**config.mk**
```make
export PLATFORM = sky130hd
export DESIGN_NAME = id_branch_predict_ctrl
export DESIGN_NICKNAME = d
export VERILOG_FILES = /design/src/rtl/id_branch_predict_ctrl.sv
export SDC_FILE = /design/constraint.sdc
export NUM_CORES = 1
export LEC_CHECK = 0
export CAP_MARGIN = 20
export CELL_PAD_IN_SITES_DETAIL_PLACEMENT = 2
export CELL_PAD_IN_SITES_GLOBAL_PLACEMENT = 2
export CORE_MARGIN = 5
export CORE_UTILIZATION = 30
export CTS_CLUSTER_SIZE = 12
export DETAILED_ROUTE_END_ITERATION = 7
export PLACE_DENSITY_LB_ADDON = 0.1
export SLEW_MARGIN = 5
export SYNTH_ARGS = -nofsm -noshare
export SYNTH_HDL_FRONTEND = slang
export SYNTH_SLANG_ARGS = --single-unit
```
**constraint.sdc**
```tcl
create_clock -name clk -period 12 [get_ports clk]
set_input_delay 2.4 -clock clk [delete_from_list [all_inputs] [get_ports clk]]
set_output_delay 2.4 -clock clk [all_outputs]
set_load 0.02 [all_outputs]
```
**src/rtl/id_branch_predict_ctrl.sv**
```systemverilog
// ID-stage branch/jump control with a saturating-counter PHT.
// Predicts in decode and resolves the registered compare one cycle later.
module id_branch_predict_ctrl #(
  parameter int DATA_W    = 32,
  parameter int PC_W      = 32,
  parameter int PHT_DEPTH = 64,
  parameter int CNT_W     = 2,
  parameter int STAT_W    = 16
) (
  input  logic              clk,
  input  logic              reset,
  input  logic [31:0]       ir_d,
  input  logic [PC_W-1:0]   pc_d,
  input  logic              valid_d,
  input  logic              stall_d,
  input  logic [DATA_W-1:0] rs_val_d,
  input  logic [DATA_W-1:0] rt_val_d,
  input  logic [PC_W-1:0]   br_target_d,
  output logic [1:0]        pcsel,
  output logic              ext_op,
  output logic              npc_op,
  output logic              flush_f,
  output logic [PC_W-1:0]   redirect_pc,
  output logic [STAT_W-1:0] br_cnt,
  output logic [STAT_W-1:0] mis_cnt
);

  localparam int IDX_W = $clog2(PHT_DEPTH);
  localparam logic [CNT_W-1:0] CNT_INIT = {1'b0, {(CNT_W-1){1'b1}}};
  localparam logic [CNT_W-1:0] CNT_MAX  = '1;
  localparam logic [STAT_W-1:0] STAT_MAX = '1;
  localparam logic signed [DATA_W-1:0] ZERO = '0;

  typedef enum logic {IDLE, RESOLVE} state_e;

  state_e             state_q;
  logic [IDX_W-1:0]   idx_q;
  logic               taken_q;
  logic               flush_q;
  logic [PC_W-1:0]    redir_q;
  logic [CNT_W-1:0]   pht_q [PHT_DEPTH];
  logic [STAT_W-1:0]  br_cnt_q;
  logic [STAT_W-1:0]  mis_cnt_q;

  logic [5:0] op;
  logic [4:0] rt;
  logic [5:0] fn;
  logic is_beq, is_bne, is_blez, is_bgtz, is_bltz, is_bgez;
  logic is_br, is_jmp, is_jr;
  logic dec_en;
  logic taken_c;
  logic pred;
  logic mispred;
  logic [IDX_W-1:0] idx;
  logic signed [DATA_W-1:0] rs_s;
  logic signed [DATA_W-1:0] rt_s;
  logic unused_ir;

  assign op = ir_d[31:26];
  assign rt = ir_d[20:16];
  assign fn = ir_d[5:0];
  assign unused_ir = ^{ir_d[25:21], ir_d[15:6]};

  assign is_beq  = op == 6'b000100;
  assign is_bne  = op == 6'b000101;
  assign is_blez = op == 6'b000110;
  assign is_bgtz = op == 6'b000111;
  assign is_bltz = (op == 6'b000001) && (rt == 5'b00000);
  assign is_bgez = (op == 6'b000001) && (rt == 5'b00001);
  assign is_br   = is_beq | is_bne | is_blez | is_bgtz | is_bltz | is_bgez;
  assign is_jmp  = (op == 6'b000010) || (op == 6'b000011);
  assign is_jr   = (op == 6'b000000) &&
                   ((fn == 6'b001000) || (fn == 6'b001001));

  assign ext_op = (op == 6'b001100) || (op == 6'b001101) ||
                  (op == 6'b001110);
  assign npc_op = is_jmp;

  // Reset also gates decode so no redirect leaks out while held in reset.
  assign dec_en = valid_d & ~stall_d & ~reset & (state_q == IDLE);

  assign rs_s = rs_val_d;
  assign rt_s = rt_val_d;
  assign idx  = pc_d[IDX_W+1:2];
  assign pred = pht_q[idx][CNT_W-1];
  assign mispred = taken_c ^ pred;

  // Signed branch condition for whichever branch is decoded.
  always_comb begin
    taken_c = 1'b0;
    unique case (1'b1)
      is_beq:  taken_c = rs_s == rt_s;
      is_bne:  taken_c = rs_s != rt_s;
      is_blez: taken_c = rs_s <= ZERO;
      is_bgtz: taken_c = rs_s >  ZERO;
      is_bltz: taken_c = rs_s <  ZERO;
      is_bgez: taken_c = rs_s >= ZERO;
      default: taken_c = 1'b0;
    endcase
  end

  // Next-PC select: resolution owns the cycle after a branch decode.
  always_comb begin
    pcsel = 2'b00;
    if (state_q == RESOLVE) begin
      pcsel = flush_q ? 2'b11 : 2'b00;
    end else if (dec_en) begin
      unique case (1'b1)
        is_jmp:  pcsel = 2'b01;
        is_jr:   pcsel = 2'b10;
        is_br:   pcsel = pred ? 2'b01 : 2'b00;
        default: pcsel = 2'b00;
      endcase
    end
  end

  assign flush_f     = flush_q;
  assign redirect_pc = redir_q;
  assign br_cnt      = br_cnt_q;
  assign mis_cnt     = mis_cnt_q;

  // Branch FSM: capture the outcome in decode, replay it for one cycle.
  always_ff @(posedge clk or posedge reset) begin
    if (reset) begin
      state_q <= IDLE;
      idx_q   <= '0;
      taken_q <= 1'b0;
      flush_q <= 1'b0;
      redir_q <= '0;
    end else begin
      unique case (state_q)
        IDLE: begin
          if (dec_en && is_br) begin
            state_q <= RESOLVE;
            idx_q   <= idx;
            taken_q <= taken_c;
            flush_q <= mispred;
            if (mispred) begin
              redir_q <= taken_c ? br_target_d : pc_d + PC_W'(8);
            end
          end
        end
        RESOLVE: begin
          state_q <= IDLE;
          flush_q <= 1'b0;
        end
        default: state_q <= IDLE;
      endcase
    end
  end

  // Train the PHT entry of the resolving branch.
  always_ff @(posedge clk or posedge reset) begin
    if (reset) begin
      for (int i = 0; i < PHT_DEPTH; i++) pht_q[i] <= CNT_INIT;
    end else if (state_q == RESOLVE) begin
      if (taken_q) begin
        if (pht_q[idx_q] != CNT_MAX)
          pht_q[idx_q] <= pht_q[idx_q] + CNT_W'(1);
      end else begin
        if (pht_q[idx_q] != '0)
          pht_q[idx_q] <= pht_q[idx_q] - CNT_W'(1);
      end
    end
  end

  // Saturating branch and mispredict statistics.
  always_ff @(posedge clk or posedge reset) begin
    if (reset) begin
      br_cnt_q  <= '0;
      mis_cnt_q <= '0;
    end else if (state_q == RESOLVE) begin
      if (br_cnt_q != STAT_MAX) br_cnt_q <= br_cnt_q + STAT_W'(1);
      if (flush_q && mis_cnt_q != STAT_MAX)
        mis_cnt_q <= mis_cnt_q + STAT_W'(1);
    end
  end

endmodule

```
==> results of run 1 <==
## power breakdown
| group | internal (mW) | switching [mW] |
|---|---|---|
| Combinational | 0.166 | 0.257 |
| Sequential | 0.714 | 0.0310 |
| Clock | 0.534 | 0.308 |
| Total | 1.41 | 0.596 |
## final timing paths
check | cells past startpoint | slack (ns) | to
setup / recovery | 8 | 4.32 | pcsel[0]
hold / removal | 1 | 0.49 | br_cnt[9]
setup reg to reg | 15 | 7.08 | pht_q[37]
hold reg to reg | 1 | 0.49 | br_cnt[9]
max in group asynchronous | 4 | 7.68 | pht_q[39]
min in group asynchronous | 2 | 2.43 | redirect_pc[14]
## cell usage in the layout (no fill, tap or decap), types with 24 or more instances in the layout
master           count
nand2_1             73
nor2_1              92
o221a_1             24
clkbuf_16           28
xor2_1              64
nand3_1             37
a22oi_1             30
dfstp_2             64
xnor2_1             24
nand4_1             25
dfrtp_1            137
mux2_2             144
clkdlybuf4s50_1    215
mux2i_1             25
## final cells by class
cell class	count	area, um^2
timing repair buffer	235	2300
clock inverter	9	148
clock buffer	39	782
fill	3815	21900
sequential	201	5110
inverter	19	78.8
multi-input combinational	717	5550
tap	468	586
antenna	2	5.00
## synthesized netlist by cell type (4+ instances only)
| library cell | number | area (um^2) |
|---|---|---|
| a21oi_1 | 12 | 60.1 |
| a221oi_1 | 8 | 70.1 |
| a22o_1 | 10 | 87.6 |
| a22oi_1 | 30 | 225 |
| and2_1 | 8 | 50.1 |
| and3_1 | 11 | 68.8 |
| buf_2 | 11 | 55.1 |
| buf_4 | 4 | 30.0 |
| buf_6 | 6 | 67.6 |
| clkbuf_1 | 25 | 93.8 |
| clkbuf_2 | 4 | 20.0 |
| dfrtp_1 | 137 | 3430 |
| dfstp_2 | 64 | 1680 |
| ha_1 | 5 | 62.6 |
| inv_1 | 18 | 67.6 |
| mux2_2 | 144 | 1620 |
| mux2i_1 | 25 | 250 |
| mux4_2 | 9 | 203 |
| nand2_1 | 73 | 274 |
| nand2b_1 | 11 | 68.8 |
| nand3_1 | 37 | 185 |
| nand4_1 | 25 | 156 |
| nor2_1 | 92 | 345 |
| nor2b_1 | 10 | 62.6 |
| nor3_1 | 5 | 25.0 |
| nor4_1 | 21 | 131 |
| o21ai_0 | 13 | 65.1 |
| o221a_1 | 24 | 270 |
| o221ai_1 | 7 | 61.3 |
| xnor2_1 | 25 | 219 |
| xor2_1 | 64 | 561 |
## kinds of logic after synthesis
logic type / after synthesis
xor+xnor: 89
fa+ha+maj: 5
flops: 201
simple gates: 307
mux: 179
buf+inv: 72
compound gates: 137
## critical path, stage by stage
cell	delay (ns)
clkdlybuf4s50_1	0.98
nor2b_1	0.27
a22oi_1	0.24
nand4_1	0.13
a41o_1	0.24
o21a_2	0.17
o21ai_0	0.17
clkdlybuf4s50_1	0.67
## per-layer routing
| layer | vias to the layer above | wire length, um | GRT usage [%] |
|---|---|---|---|
| li1 | 4061 | - | - |
| met1 | 4689 | 18200 | 26.3 |
| met2 | 173 | 20600 | 34.3 |
| met3 | 54 | 1570 | 3.24 |
| met4 | 0 | 924 | 4.22 |
| met5 | - | 0 | 0 |
==> out/qor.yml, run 1 <==
ys_async_sr_fraction_pct: 100
ioPinCount: 233
timing.fmax_ghz: 0.130
drc_errors: 0
drtIter0Drc: 375
clk_pin_slew_ns: 0.05
total_power_mw: 2.01
yosysWarnings: 0
synth_top_family_by_area: "multiplexers"
clkLatencyLatePin_ns: 0.55
grt_pass1_wl_um: 63300
ir_drop_v: 0.0000911
tightest_slew_ns: 0.907
ys.flop_type: "dfrtp_1"
synth-adder-area-share_pct: 0.569
num_vias: 8977
areaGrowthSynthToFinish_pct: 32.3
synth_edf_count: 0
setup_viol: 0
cts_buffers: 26
drive_above_1_share_pct: 23.7
end_kind: "output port"
status: "finished, final reports clean"
dp_hpwl_um: 29300
stdcell_area_um2: 14600
hold_viol: 0
synth_cell_types: 64
synth_seq_area_share_pct: 46.4
rsz0062_at_grt: "no"
grt_use_total_pct: 19.8
fp-row-count: 70
avgViaCountPerCell: 5.31
hold_buffers: 0
clock-sinks: 201
cts_resized: 0
numPlacedInstances: 1640
post_cts_buffers: 0
wl_per_cell_um: 24.5
portBuffers: 216
synth_compound_area_share_pct: 10.2
grt_pass1_vias: 9985
worstSetupStartpointType: "input port"
netlist_area_um2: 11000
place_area_um2: 13600
postRouteAntennaNets: 0
yosys.area_share.simple_pct: 13.6
die_h_um: 202
grt_max_degree: 105
htreeDepth: 1
die_area_um2: 40600
power.density_nw_per_um2: 138
tns_ns: 0
synth_nets: 1159
cts_tree: "yes"
reg2reg_from: "idx_q[2]"
leakagePower_nw: 5.94
gp_congestion: 0.786
crit_type: "in -> out"
core_area_um2: 36400
finalMaxSlewViolations: 0
whs_ns: 0.487
layout_setup_ws_ns: 4.32
maxCapViolCount: 0
drt-total-wl_um: 41300
synth_cells: 990
ctsLongestPathBuffers: 3
start_util_pct: 30.2
cp-startpoint: "pc_d[2]"
avgSynthCellArea_um2: 11.1
synthMuxAreaShare_pct: 19.0
dieWidth_um: 202
min_from: "br_cnt[9]"
period_needed_ns: 7.68
synth-seq-cells: 201
clock_skew_ns: 0.0246
required_ns: 9.60
slew_headroom_pct: 39.6
holdCritPathClass: "reg -> reg"
grt_overflow: 0
antenna_found_initial: 2
synth_xor_area_share_pct: 7.09
stdcell_count: 1690
fin_util_pct: 40.0
dr.pass1.iters: 4
arrival_ns: 5.28
crit_fanout: 13
fin_crit_sh_pct: 64.0
nNetsFinal: 1369
dpl_worst_slack_ns: 4.30
root_buffer: "clkbuf_16"
Note: power is estimated with default switching activity, not from simulation.
==> run 2, diff against run 1 <==
==> constraint.sdc (replaced) <==
create_clock -name clk -period 7.4 [get_ports clk]
set_input_delay 1.48 -clock clk [delete_from_list [all_inputs] [get_ports clk]]
set_output_delay 1.48 -clock clk [all_outputs]
set_load 0.02 [all_outputs]
==> out/qor.yml, run 2 (synthesis gave the netlist of run 1 again) <==
status: "finished, final reports clean"
holdCritPathClass: "reg -> reg"
cts_resized: 0
reg2reg_from: "idx_q[1]"
hold_viol: 0
cts_buffers: 26
start_util_pct: 30.2
nNetsFinal: 1369
postRouteAntennaNets: 0
dieWidth_um: 202
arrival_ns: 4.61
core_area_um2: 36400
grt_overflow: 0
maxCapViolCount: 0
antenna_found_initial: 1
period_needed_ns: 6.09
required_ns: 5.92
holdPathStages: 1
htreeDepth: 1
clock_skew_ns: 0.0159
cts_tree: "yes"
rsz0062_at_grt: "no"
dp_hpwl_um: 29300
grt_max_degree: 107
tns_ns: 0
tightest_slew_ns: 1.06
hold_buffers: 0
wl_per_cell_um: 24.4
die_h_um: 202
slew_headroom_pct: 28.8
avgViaCountPerCell: 5.29
final_common_cell: "clkdlybuf4s50_1"
drc_errors: 0
ir_drop_v: 0.000146
root_buffer: "clkbuf_16"
holdPathEnd: "br_cnt[9]"
stdcell_area_um2: 14500
clk_pin_slew_ns: 0.06
ioPinCount: 233
place_area_um2: 13600
power.density_nw_per_um2: 219
timing.fmax_ghz: 0.164
clkLatencyLatePin_ns: 0.54
drive_above_1_share_pct: 23.6
grt_pass1_wl_um: 63000
setup_viol: 0
fp-row-count: 70
rrSetupSlack_ns: 2.37
numPlacedInstances: 1640
finalMaxSlewViolations: 0
num_vias: 8940
drt-total-wl_um: 41200
reg2reg_to: "pht_q[47]"
areaGrowthSynthToFinish_pct: 31.9
leakagePower_nw: 5.90
min_from: "br_cnt[9]"
r2r_cells: 17
stdcell_count: 1689
post_cts_buffers: 0
grt_use_total_pct: 19.8
grt_pass1_vias: 9841
worstSetupStartpointType: "input port"
cp-startpoint: "pc_d[3]"
fin_crit_sh_pct: 82.3
crit_fanout: 10
gp_congestion: 0.779
ctsLongestPathBuffers: 3
drtIter0Drc: 343
dr.pass1.iters: 4
clock-sinks: 201
die_area_um2: 40600
end_kind: "output port"
final_cell_mix: "clkdlybuf4s50_1, mux2_2, dfrtp_1"
crit_type: "in -> out"
portBuffers: 216
==> run 2: how the worst max path moves through the flow <==
| stage | cells after the start | end | slack, ns |
|---|---|---|---|
| after floorplan | 1 | br_cnt[0] | 0.54 |
| after global placement | 7 | pcsel[0] | 1.28 |
| after detailed placement | 7 | pcsel[0] | 1.27 |
| after CTS | 7 | pcsel[0] | 1.26 |
| after global routing | 7 | pcsel[0] | 1.21 |
| final | 7 | pcsel[0] | 1.31 |
==> run 2: cell type report <==
type / instances / area, um^2
diodes: 1 / 2.50
clock buffers: 36 / 719
clock inverters: 12 / 145
fillers: 3854 / 21900
inverters: 19 / 78.8
multi-input cells: 717 / 5560
flip-flops and latches: 201 / 5110
well taps: 468 / 586
repair buffers: 235 / 2300
==> run 2: power by group <==
part / total (mW) / internal (mW) / switching (mW) / leakage, nW
clock network: 1.28 / 0.783 / 0.501 / 0.412
logic: 0.693 / 0.270 / 0.423 / 2.97
registers: 1.21 / 1.16 / 0.0469 / 2.52
total: 3.18 / 2.21 / 0.971 / 5.90
==> run 2: layer usage <==
metal	GRT usage, %	vias up	part of all wire [%]
met2	33.7	179	50
li1	-	4050	-
met3	2.68	59	3.9
met4	4.64	0	2.3
met5	0	-	0
met1	26.8	4652	44
==> run 2: worst max-delay path, stage by stage <==
cell,delay (ns)
clkdlybuf4s50_1,1.03
mux4_2,0.60
mux2_2,0.30
o311ai_1,0.23
o21a_2,0.24
o21ai_0,0.10
clkdlybuf4s50_1,0.59
==> run 2: stage by stage <==
| stage | util (%) | hold WS (ns) | setup slack (ns) | power [mW] |
|---|---|---|---|---|
| 2_1_floorplan | - | 0.498 | 0.544 | 1.54 |
| 3_3_place_gp | 37.4 | 0.479 | 1.28 | 1.91 |
| 3_5_place_dp | 37.4 | 0.486 | 1.27 | 1.92 |
| 4_1_cts | 39.8 | 0.496 | 1.26 | 3.23 |
| 5_1_grt | 39.8 | 0.517 | 1.21 | 3.32 |
| 6_report | 39.8 | 0.492 | 1.31 | 3.18 |
==> run 3, diff against run 2 <==
==> constraint.sdc (replaced) <==
create_clock -name clk -period 5.9 [get_ports clk]
set_input_delay 1.18 -clock clk [delete_from_list [all_inputs] [get_ports clk]]
set_output_delay 1.18 -clock clk [all_outputs]
set_load 0.02 [all_outputs]
==> out/qor.yml, run 3 (synthesis gave the netlist of run 1 again) <==
status: "finished, final reports clean"
postRouteAntennaNets: 0
required_ns: 4.72
final_common_cell: "clkdlybuf4s50_1"
final_cell_mix: "clkdlybuf4s50_1, mux2_2, dfrtp_1"
cts_tree: "yes"
timing.fmax_ghz: 0.191
dp_hpwl_um: 29400
crit_fanout: 20
crit_type: "in -> out"
holdPathEnd: "mis_cnt[7]"
fin_crit_sh_pct: 88.8
drtIter0Drc: 358
grt_pass1_vias: 9965
tightest_slew_ns: 0.905
nNetsFinal: 1375
num_vias: 8934
slew_headroom_pct: 39.7
clkLatencyLatePin_ns: 0.52
wl_per_cell_um: 24.2
finalMaxSlewViolations: 0
arrival_ns: 4.06
stdcell_count: 1693
maxCapViolCount: 0
ir_drop_v: 0.000198
min_from: "mis_cnt[7]"
portBuffers: 216
setup_viol: 0
cts_resized: 0
clk_pin_slew_ns: 0.06
gp_congestion: 0.816
drive_above_1_share_pct: 23.9
core_area_um2: 36400
areaGrowthSynthToFinish_pct: 31.9
reg2reg_to: "pht_q[5]"
clock-sinks: 201
root_buffer: "clkbuf_16"
holdCritPathClass: "reg -> reg"
leakagePower_nw: 5.93
cts_buffers: 25
reg2reg_from: "idx_q[2]"
holdPathStages: 1
rrSetupSlack_ns: 1.09
whs_ns: 0.498
hold_buffers: 0
hold_viol: 0
avgViaCountPerCell: 5.28
numPlacedInstances: 1647
grt_overflow: 0
drc_errors: 0
grt_max_degree: 88
period_needed_ns: 5.24
tns_ns: 0
grt_pass1_wl_um: 63400
fp-row-count: 70
dpl_worst_slack_ns: 0.642
grt_use_total_pct: 19.8
start_util_pct: 30.2
dieWidth_um: 202
die_h_um: 202
layout_setup_ws_ns: 0.663
ioPinCount: 233
antenna_found_initial: 1
rsz0062_at_grt: "no"
die_area_um2: 40600
end_kind: "output port"
worstSetupStartpointType: "input port"
drt-total-wl_um: 40900
post_cts_buffers: 0
clock_skew_ns: 0.0159
r2r_cells: 14
ctsLongestPathBuffers: 3
htreeDepth: 1
dr.pass1.iters: 5
power.density_nw_per_um2: 269
-- run 3: cell types whose count changed in the layout (fill, tap and decap cells not counted), sizes merged --
cell | before | now
clkinv | 5 | 4
buf | 20 | 27
clkinvlp | 4 | 1
bufinv | 3 | 1
inv | 19 | 18
clkbuf | 36 | 40
-- run 3: final cells by class --
cell class              count  area, um^2
diodes                      1        2.50
clock buffers              40         762
clock inverters             5        53.8
fillers                  3873       21900
inverters                  19        75.1
multi-input cells         717        5550
flip-flops and latches    201        5110
well taps                 468         586
repair buffers            242        2380
-- run 3: per-layer routing --
metal	GRT usage, %	up-vias	routed length (um)
met5	0	-	0
met4	4.76	0	951
met3	2.64	53	1210
met2	34.3	150	20500
met1	26.5	4660	18200
li1	-	4071	-
-- run 3: critical path: stages --
cell	delay (ns)
clkdlybuf4s50_1	0.46
buf_4	0.32
mux4_2	0.56
mux2_2	0.30
o311ai_1	0.24
o21a_2	0.25
o21ai_0	0.11
clkdlybuf4s50_1	0.60
-- run 3: how the worst max path moves through the flow --
| stage | end | cells past startpoint | startpoint |
|---|---|---|---|
| 6_report | pcsel[0] | 8 | pc_d[3] |
| 5_1_grt | pcsel[0] | 8 | pc_d[3] |
| 4_1_cts | pcsel[0] | 8 | pc_d[3] |
| 3_5_place_dp | pcsel[0] | 8 | pc_d[3] |
| 3_3_place_gp | pcsel[0] | 8 | pc_d[3] |
| 2_1_floorplan | pcsel[0] | 6 | pc_d[3] |
-- run 3: per-stage QoR --
step | power, mW | instance area, um^2 | utilization (%)
2_1_floorplan | 1.94 | 11000 | -
3_3_place_gp | 2.40 | 13700 | 37.6
3_5_place_dp | 2.41 | 13700 | 37.6
4_1_cts | 3.97 | 14500 | 39.8
5_1_grt | 4.08 | 14500 | 39.8
6_report | 3.90 | 14500 | 39.8
-- run 3: power breakdown --
part	leakage [nW]	switching [mW]	internal (mW)
Clock	0.404	0.596	0.922
Combinational	3.00	0.512	0.345
Sequential	2.52	0.0739	1.45
Total	5.93	1.18	2.72
